<file path="src/rtl/tone_sequencer.sv">
// Purpose: steps through a programmable note table and drives period/load/enable to the tone counter.
// Latency: start sampled at edge k -> busy at k; first load_o/tone_en_o after edge k+1; all outputs registered.
// Backpressure: none; table writes accepted every cycle, stop_i aborts playback on the next edge.
module tone_sequencer #(
    parameter int STEPS     = 8,
    parameter int PW        = 8,
    parameter int DW        = 4,
    parameter int TICK_DIV  = 1000,
    parameter int GAP_TICKS = 1
) (
    input  logic                     clk_i,
    input  logic                     rst_i,
    input  logic                     wr_en_i,
    input  logic [$clog2(STEPS)-1:0] wr_addr_i,
    input  logic [PW-1:0]            wr_period_i,
    input  logic [DW-1:0]            wr_dur_i,
    input  logic                     start_i,
    input  logic                     stop_i,
    input  logic                     loop_i,
    output logic                     busy_o,
    output logic [$clog2(STEPS)-1:0] step_o,
    output logic [PW-1:0]            period_o,
    output logic                     load_o,
    output logic                     tone_en_o,
    output logic                     done_o
);
    localparam int AW  = $clog2(STEPS);
    localparam int PSW = $clog2(TICK_DIV);
    localparam int GW  = $clog2(GAP_TICKS + 1);
    // The tick counter is shared by note duration and gap length, so size it for the larger.
    localparam int CW  = (DW > GW) ? DW : GW;

    typedef enum logic [2:0] {IDLE, LOAD, PLAY, GAP, END} state_t;

    state_t          state, state_nxt;
    logic [PW-1:0]   period_tab [STEPS];
    logic [DW-1:0]   dur_tab    [STEPS];
    logic [PSW-1:0]  presc, presc_nxt;
    logic [CW-1:0]   cnt, cnt_nxt;
    logic [AW-1:0]   step_nxt;
    logic [PW-1:0]   period_nxt;
    logic            load_nxt, tone_nxt, done_nxt;
    logic            tick;

    assign tick   = (presc == PSW'(TICK_DIV - 1));
    assign busy_o = (state != IDLE);

    // Note table: written any time, cleared only by reset.
    always_ff @(posedge clk_i or negedge rst_i) begin
        if (!rst_i) begin
            for (int i = 0; i < STEPS; i++) begin
                period_tab[i] <= '0;
                dur_tab[i]    <= '0;
            end
        end else if (wr_en_i) begin
            period_tab[wr_addr_i] <= wr_period_i;
            dur_tab[wr_addr_i]    <= wr_dur_i;
        end
    end

    // Next-state and next-output logic; stop overrides everything else.
    always_comb begin
        state_nxt  = state;
        step_nxt   = step_o;
        period_nxt = period_o;
        load_nxt   = 1'b0;
        tone_nxt   = tone_en_o;
        done_nxt   = 1'b0;
        cnt_nxt    = cnt;
        presc_nxt  = presc;
        if (state != IDLE && stop_i) begin
            state_nxt = IDLE;
            tone_nxt  = 1'b0;
            step_nxt  = '0;
        end else begin
            case (state)
                IDLE: begin
                    if (start_i) begin
                        state_nxt = LOAD;
                        step_nxt  = '0;
                    end
                end
                LOAD: begin
                    // Zero duration marks the end of the program.
                    if (dur_tab[step_o] == '0) begin
                        state_nxt = END;
                    end else begin
                        period_nxt = period_tab[step_o];
                        load_nxt   = 1'b1;
                        tone_nxt   = |period_tab[step_o];
                        cnt_nxt    = CW'(dur_tab[step_o]);
                        presc_nxt  = '0;
                        state_nxt  = PLAY;
                    end
                end
                PLAY, GAP: begin
                    presc_nxt = tick ? '0 : presc + 1'b1;
                    if (tick) begin
                        cnt_nxt = cnt - 1'b1;
                        if (cnt == CW'(1)) begin
                            tone_nxt = 1'b0;
                            if (state == PLAY && GAP_TICKS > 0) begin
                                state_nxt = GAP;
                                cnt_nxt   = CW'(GAP_TICKS);
                                presc_nxt = '0;
                            end else if (step_o == AW'(STEPS - 1)) begin
                                state_nxt = END;
                            end else begin
                                step_nxt  = step_o + 1'b1;
                                state_nxt = LOAD;
                            end
                        end
                    end
                end
                END: begin
                    tone_nxt = 1'b0;
                    step_nxt = '0;
                    if (loop_i) begin
                        state_nxt = LOAD;
                    end else begin
                        state_nxt = IDLE;
                        done_nxt  = 1'b1;
                    end
                end
                default: state_nxt = IDLE;
            endcase
        end
    end

    // State, counters and registered outputs.
    always_ff @(posedge clk_i or negedge rst_i) begin
        if (!rst_i) begin
            state     <= IDLE;
            step_o    <= '0;
            period_o  <= '0;
            load_o    <= 1'b0;
            tone_en_o <= 1'b0;
            done_o    <= 1'b0;
            cnt       <= '0;
            presc     <= '0;
        end else begin
            state     <= state_nxt;
            step_o    <= step_nxt;
            period_o  <= period_nxt;
            load_o    <= load_nxt;
            tone_en_o <= tone_nxt;
            done_o    <= done_nxt;
            cnt       <= cnt_nxt;
            presc     <= presc_nxt;
        end
    end
endmodule

</file>
<file path="config.mk">
export PLATFORM = sky130hd
export DESIGN_NAME = tone_sequencer
export DESIGN_NICKNAME = d
export VERILOG_FILES = /design/src/rtl/tone_sequencer.sv
export SDC_FILE = /design/constraint.sdc
export NUM_CORES = 1
export LEC_CHECK = 0
export CORE_MARGIN = 1
export CORE_UTILIZATION = 40
export CTS_CLUSTER_SIZE = 25
export DETAILED_ROUTE_END_ITERATION = 8
export HOLD_SLACK_MARGIN = 0.06
export SLEW_MARGIN = 15
export SYNTH_ARGS = -nofsm -noshare
export SYNTH_HDL_FRONTEND = slang
export SYNTH_SLANG_ARGS = --single-unit
</file>
<file path="constraint.sdc">
create_clock -name clk_i -period 4.2 [get_ports clk_i]
set_input_delay 1.05 -clock clk_i [delete_from_list [all_inputs] [get_ports clk_i]]
set_output_delay 1.05 -clock clk_i [all_outputs]
set_load 0.05 [all_outputs]
</file>
==> results_dict.tcl <==
set metrics [dict create \
    status "complete, no violations" \
    drt_antenna_net_count 0 \
    timing.final.hold_violations 0 \
    number_of_hold_buffers_added_after_cts 0 \
    worst_r2r_path_cells 6 \
    power.leakage_nw 3.039 \
    cp_cell_sequence "clkdlybuf4s50_1" \
    regToRegEndpoint "presc[4]" \
    reg2reg_setup_slack_ns 1.22 \
    inserted_diodes 0 \
    htree_num_levels 4 \
    rsz_0062_raised_after_global_routing "no" \
    number_of_sinks_handled_by_clock_tree_synthesis 127 \
    timing.critical_path.slowest_stage_cell "sky130_fd_sc_hd__clkdlybuf4s50_1" \
    synth.cell_area_um2 6153 \
    critical_path.max_stage_delay_ns 0.93 \
    fillerInstances 1278 \
    final_period_minus_worst_setup_slack_ns 3.203 \
    hpwlAfterDp_um 9158 \
    resize_count_post_cts 0 \
    placementRows 44 \
    maxCapViolCount 0 \
    worstPathArrival_ns 2.15 \
    worst-endpoint-required_ns 3.15 \
    synthArstFlopShare_pct 100.0 \
    groute.usage.overall_pct 19.08 \
    synthFlopType "sky130_fd_sc_hd__dfrtp_1" \
    numCtsBuffers 17 \
    vias 4011 \
    clock_tree.root_cell "sky130_fd_sc_hd__clkbuf_16" \
    ir_worst_vdd_v 0.0004304 \
    nNetsFinal 552 \
    worst_hold_end "presc[9]" \
    flow.area_growth_from_synthesis_pct 19.28 \
    clock_transition_at_path_regs_ns 0.06 \
    mapped_cells 483 \
    initial_antenna_violation_count 0 \
    synth_sequential_area_ratio_pct 51.65 \
    drcViolationCount 0 \
    worstHoldPathType "reg -> reg" \
    postRouteWirelength_um 13990 \
    critical-path-top-delay-family "buffers and inverters" \
    finalSetupViolations 0 \
    fin_crit_sh_pct 76.27 \
    coreArea_um2 14750 \
    cts_tree "yes" \
    die_w_um 126.0 \
    regToRegStartpoint "step_o[0]" \
    detail_route.first_pass.iterations 4 \
    critical_path.n_buffers_inverters 1 \
    finalInstanceArea_um2 7340 \
    detail_route.vias_per_cell 5.555 \
    ffs_latches_synth 127 \
    timing_worst_slew_pin_value_ns 0.8604 \
    totalPowerFinal_mw 4.455 \
    slew_viol_final 0 \
    min_delay_path_depth 1 \
    worstPathMaxFanout 24 \
    port_buffers 35 \
    die_area_um2 15880 \
    synth.distinct_cells 48 \
    timing.hold.worst.start "presc[9]" \
    clock-skew-final_ns 0.006213 \
    stdcell_count 722 \
    place_congestion 0.8355 \
    grt_first_pass_wirelength_um 22730 \
    end_kind "primary output" \
    detail_route.iter0.violations 272 \
    synth.yosys.warnings 0 \
    maxSlewHeadroom_pct 42.64 \
    syn_area_per_cell_um2 12.74 \
    synth_nets 509 \
    count_of_flip_flops_with_a_built_in_enable_after_synthesis 0 \
    routed_wire_length_per_instance_um 19.38 \
    grt_pass1_vias 4221 \
    pwr_per_cell_area_nw_per_um2 607.1 \
    path_class "reg -> out" \
    grt_max_degree 69 \
    number_of_buffers_on_the_longest_clock_path 2 \
    floorplan.initialDensity_pct 41.71 \
    maxClockFrequency_mhz 312.2 \
    cts_setup_buffers 0 \
    grt_remaining_overflow 0 \
    setup-tns-final_ns 0 \
    dp_cells 691 \
    layout-drive-gt1-share_pct 31.60 \
    startpoint_type "register" \
    clk_latency_ns 0.42 \
    postPlaceCellArea_um2 6745 \
    die_height_um 126.0 \
    num_io_pins 36 \
]
synthesized netlist by cell type, types with 4 or more instances:
| master | n | share of area (%) |
|---|---|---|
| sky130_fd_sc_hd__nand3_1 | 19 | 1.5 |
| sky130_fd_sc_hd__a21oi_1 | 8 | 0.65 |
| sky130_fd_sc_hd__o21ai_0 | 21 | 1.7 |
| sky130_fd_sc_hd__nand2_1 | 33 | 2.0 |
| sky130_fd_sc_hd__mux2i_1 | 35 | 5.7 |
| sky130_fd_sc_hd__nor2b_1 | 4 | 0.41 |
| sky130_fd_sc_hd__buf_1 | 5 | 0.31 |
| sky130_fd_sc_hd__inv_1 | 7 | 0.43 |
| sky130_fd_sc_hd__dfrtp_1 | 127 | 52 |
| sky130_fd_sc_hd__clkbuf_1 | 12 | 0.73 |
| sky130_fd_sc_hd__ha_1 | 5 | 1.0 |
| sky130_fd_sc_hd__buf_2 | 5 | 0.41 |
| sky130_fd_sc_hd__mux4_2 | 16 | 5.9 |
| sky130_fd_sc_hd__o21ai_1 | 7 | 0.57 |
| sky130_fd_sc_hd__o31ai_1 | 4 | 0.49 |
| sky130_fd_sc_hd__mux2_2 | 98 | 18 |
| sky130_fd_sc_hd__nor3_1 | 5 | 0.41 |
| sky130_fd_sc_hd__nor2_1 | 25 | 1.5 |
final cells by class:
cell class	count	area, um2	area share (%)
sequential	127	3179	43.32
multi-input combinational	324	2856	38.92
clock buffer	23	488.0	6.648
timing repair buffer	49	452.9	6.171
tap	184	230.2	3.137
clock inverter	8	106.4	1.449
inverter	7	26.28	0.3580
logic make-up (layout without fill, tap and decap cells):
logic type                 count (synthesis)  after routing  share of synthesized area, %
adders and majority gates                  5              5                         1.017
DFF                                      127            127                         51.65
muxes                                    153            153                         30.34
AOI/OAI and AO/OA                         59             59                         6.100
buffers and inverters                     32             87                         2.257
xor gates and xnor gates                   1              1                        0.1424
and+or+nand+nor                          106            106                         8.499
state kept, by name, indices dropped and copies added (netlist names):
name and cells:
state 3, period_tab 64, tone_en_o 1, done_o 1
dur_tab 32, period_o 8, step_o 3, cnt 4
presc 10, load_o 1
metrics by stage:
step	worst slack (ns)	utilization [%]	hold slack [ns]
after floorplan	1.627	-	0.4495
after global placement	1.106	45.72	0.4697
after detailed placement	1.000	45.72	0.4835
after CTS	0.9234	49.75	0.4909
after global routing	0.8500	49.75	0.5139
final	0.9966	49.75	0.4816
metal layers:
| layer | global-route usage [%] | share of wire (%) | wire [um] | vias up |
|---|---|---|---|---|
| li1 | - | - | - | 1861 |
| met1 | 23.55 | 44 | 6197 | 2074 |
| met2 | 32.82 | 51 | 7177 | 66 |
| met3 | 5.353 | 3.6 | 506 | 10 |
| met4 | 5.032 | 0.80 | 112 | 0 |
| met5 | 0 | 0 | 0 | - |
worst max-delay path by stage:
stage,start,end,slack [ns],cells after the start
2_1_floorplan,step_o[0],cnt[3],1.63,6
3_3_place_gp,stop_i,presc[4],1.11,6
3_5_place_dp,stop_i,presc[4],1.00,6
4_1_cts,step_o[0],step_o[0],0.92,1
5_1_grt,step_o[0],step_o[0],0.85,1
6_report,step_o[2],step_o[2],1.0,1
layout by cell type, fill, tap and decap left out, types with 3 or more instances in the layout:
cell	netlist	routed
sky130_fd_sc_hd__nor2_1	25	25
sky130_fd_sc_hd__a21oi_1	8	8
sky130_fd_sc_hd__inv_1	7	7
sky130_fd_sc_hd__clkbuf_16	0	17
sky130_fd_sc_hd__o21ai_0	21	21
sky130_fd_sc_hd__nand4b_1	3	3
sky130_fd_sc_hd__o22ai_1	3	3
sky130_fd_sc_hd__nor3_1	5	3
sky130_fd_sc_hd__dfrtp_1	127	126
sky130_fd_sc_hd__mux2i_2	3	3
sky130_fd_sc_hd__mux4_2	16	16
sky130_fd_sc_hd__clkbuf_8	0	4
sky130_fd_sc_hd__nor2b_1	4	4
sky130_fd_sc_hd__nand2b_1	3	3
sky130_fd_sc_hd__buf_4	1	15
sky130_fd_sc_hd__o21ai_1	7	7
sky130_fd_sc_hd__clkdlybuf4s50_1	0	34
sky130_fd_sc_hd__ha_1	5	5
sky130_fd_sc_hd__nand2_1	33	33
sky130_fd_sc_hd__mux2i_1	35	35
sky130_fd_sc_hd__nand3_1	19	19
sky130_fd_sc_hd__o31ai_1	4	4
sky130_fd_sc_hd__clkinv_4	0	3
sky130_fd_sc_hd__mux2_2	98	98
where the power goes:
group | internal (mW) | switching, mW | total [mW]
clock network | 0.934 | 0.524 | 1.46
registers | 1.52 | 0.225 | 1.74
logic | 0.570 | 0.683 | 1.25
total | 3.02 | 1.43 | 4.46
(Power assumes the default switching activity.)
==> variant, RTL diff (same settings) <==
Re-encode `state_t` (5 states) as Gray code, 3 bits wide.
--- a/src/rtl/tone_sequencer.sv
+++ b/src/rtl/tone_sequencer.sv
@@ -32,3 +32,3 @@
 
-    typedef enum logic [2:0] {IDLE, LOAD, PLAY, GAP, END} state_t;
+    typedef enum logic [2:0] {IDLE = 3'b000, LOAD = 3'b001, PLAY = 3'b011, GAP = 3'b010, END = 3'b110} state_t;
 
Behaviour: same outputs for any inputs over 4 cycles, from zero or initial values and one cycle with rst_i low; so few cycles prove little.
==> variant against the original RTL <==
The flow now finishes with violations (DRC); sequential cell count unchanged; hold slack improved by 9.4 ps; setup slack got worse by 64 ps; wire length fell by 6.5%; highest routed layer unchanged; via count fell by 5.0%; total power about the same; area after synthesis shrank 1.3%; clock power is 8% lower; cell area is 1.7% lower; first-iteration DRC count fell by 12%.
==> variant: results (changes against the original RTL) <==
\begin{tabular}{lr}
\hline
Metric & Value \\
\hline
\multicolumn{2}{l}{\textbf{Global route}} \\
Met1 track demand over resource in global routing & 0.2339 (-0.001602) \\
GRT met3 Usage & 0.04407 (-0.009452) \\
Met2 Usage GRT & 0.3000 (-0.02821) \\
Aggregate global-route resource usage & 0.1823 (-0.008552) \\
Via count of the first global-routing pass & 3884 (-8.0\%) \\
Pin count of the biggest net entering global routing & 81 (+17\%) \\
\multicolumn{2}{l}{\textbf{Routing}} \\
DR DRC count & 3 (+3) \\
Total number of vias & 3811 (-5.0\%) \\
TritonRoute pass-1 iters & 6 (+2) \\
Average wire length per cell after detail routing & 19.44 µm (+0.28\%) \\
Initial detailed-routing violation count & 239 (-12\%) \\
\multicolumn{2}{l}{\textbf{Logic synthesis}} \\
Main combinational cell family by area after synthesis & multiplexers \\
Synthesized-area fraction occupied by xor and xnor cells & 0.002883 (+0.001460) \\
Number of nets produced by synthesis & 457 (-10\%) \\
Top cells by area, synth & sky130\_fd\_sc\_hd\_\_dfrtp\_1 52\%, sky130\_fd\_sc\_hd\_\_mux2\_2 19\%, sky130\_fd\_sc\_hd\_\_mux4\_2 5.2\% \\
Multiplexer fraction of the synthesized cell area & 0.3192 (+0.01582) \\
Post-synthesis sequential area ratio & 0.5231 (+0.006594) \\
Compound-gate portion of the synthesized area & 0.05910 (-0.001898) \\
Most numerous cell types in the synthesized netlist & 127 x sky130\_fd\_sc\_hd\_\_dfrtp\_1, 104 x sky130\_fd\_sc\_hd\_\_mux2\_2, 17 x sky130\_fd\_sc\_hd\_\_a21oi\_1, 14 x sky130\_fd\_sc\_hd\_\_clkbuf\_1, 14 x sky130\_fd\_sc\_hd\_\_mux4\_2 \\
Area share of fa/ha/maj cells after synthesis & 0.01030 (+0.0001298) \\
\multicolumn{2}{l}{\textbf{STA}} \\
Clock skew after layout & 8.323 ps (+2.110 ps) \\
Slew at the pin with the worst max-slew slack & 913.9 ps (+53.42 ps) \\
\multicolumn{2}{l}{\textbf{Power}} \\
Max IR drop VDD & 0.3603 mV (-16\%) \\
Total leakage power & 3.018 nW (-0.71\%) \\
\multicolumn{2}{l}{\textbf{Outcome}} \\
Result of the run & finished, violations left \\
Failing checks & DRC \\
\multicolumn{2}{l}{\textbf{Final layout}} \\
Total number of nets in the final design & 502 (-9.1\%) \\
\multicolumn{2}{l}{\textbf{Place}} \\
Routability cong. & 0.8046 (-3.7\%) \\
Placed cell areas & 6676 µm² (-1.0\%) \\
\multicolumn{2}{l}{\textbf{Worst setup path}} \\
Highest net fanout along the worst path & 15 (-38\%) \\
Data arrival time at the worst-slack endpoint & 2220 ps (+70 ps) \\
Largest stage delay on the critical path & 960 ps (+30 ps) \\
Register-to-register path setup slack & 1030 ps (-190 ps) \\
\hline
\end{tabular}
## variant: final timing paths
path                             endpoint  cells past startpoint       from
setup reg to reg                 presc[5]                      5  step_o[0]
min in group asynchronous   period_tab[0]                      1      rst_i
hold reg to reg                  presc[8]                      1   presc[8]
setup / recovery                step_o[0]                      1  step_o[0]
max in group asynchronous  period_tab[15]                      2      rst_i
hold / removal                   presc[8]                      1   presc[8]
## variant: worst register-to-register path: cells and delay by family, from the launching register on
family,cells,cell delay (ps)
AND/OR/NAND/NOR,1,460
flip-flops,1,840
AO/OA/AOI/OAI,2,790
multiplexers,2,960
## variant: through the flow
stage                     hold WS [ps]  setup slack, ps  utilization  power [mW]  instances
after floorplan                  445.3             1328            -       2.757        431
after global placement           472.1             1038       0.4542       3.094        641
after detailed placement         482.3            913.9       0.4542       3.141        641
after CTS                        493.6            869.0       0.4911       4.500        673
after global routing             502.6            808.0       0.4911       4.704        673
final                            490.9            932.7       0.4911       4.453        673
## variant: area by class of cell
class                      count  area (µm²)
multi-input combinational    272        2765
tap                          184       230.2
timing repair buffer          50       473.0
inverter                       8       30.03
sequential                   127        3178
fill                        1266        7481
clock buffer                  20       456.7
clock inverter                12       85.08
## variant: layer usage
metal  routed length (µm)  share of wire
met1                 5966           0.46
met2                 6521           0.50
met3                  394          0.030
met4                  199          0.015
met5                    0              0
## variant: logic make-up (layout without fill, tap and decap cells)
group                      Yosys count  count (layout)
buffers and inverters               32              90
xor gates and xnor gates             2               2
and+or+nand+nor                     64              64
DFF                                127             127
adders and majority gates            5               5
AOI/OAI and AO/OA                   56              56
muxes                              145             145
## variant: power breakdown
part,leakage (nW),internal (mW),switching (mW)
registers,1.55,1.52,0.228
clock network,0.271,0.787,0.553
logic,1.20,0.677,0.686
total,3.02,2.99,1.47
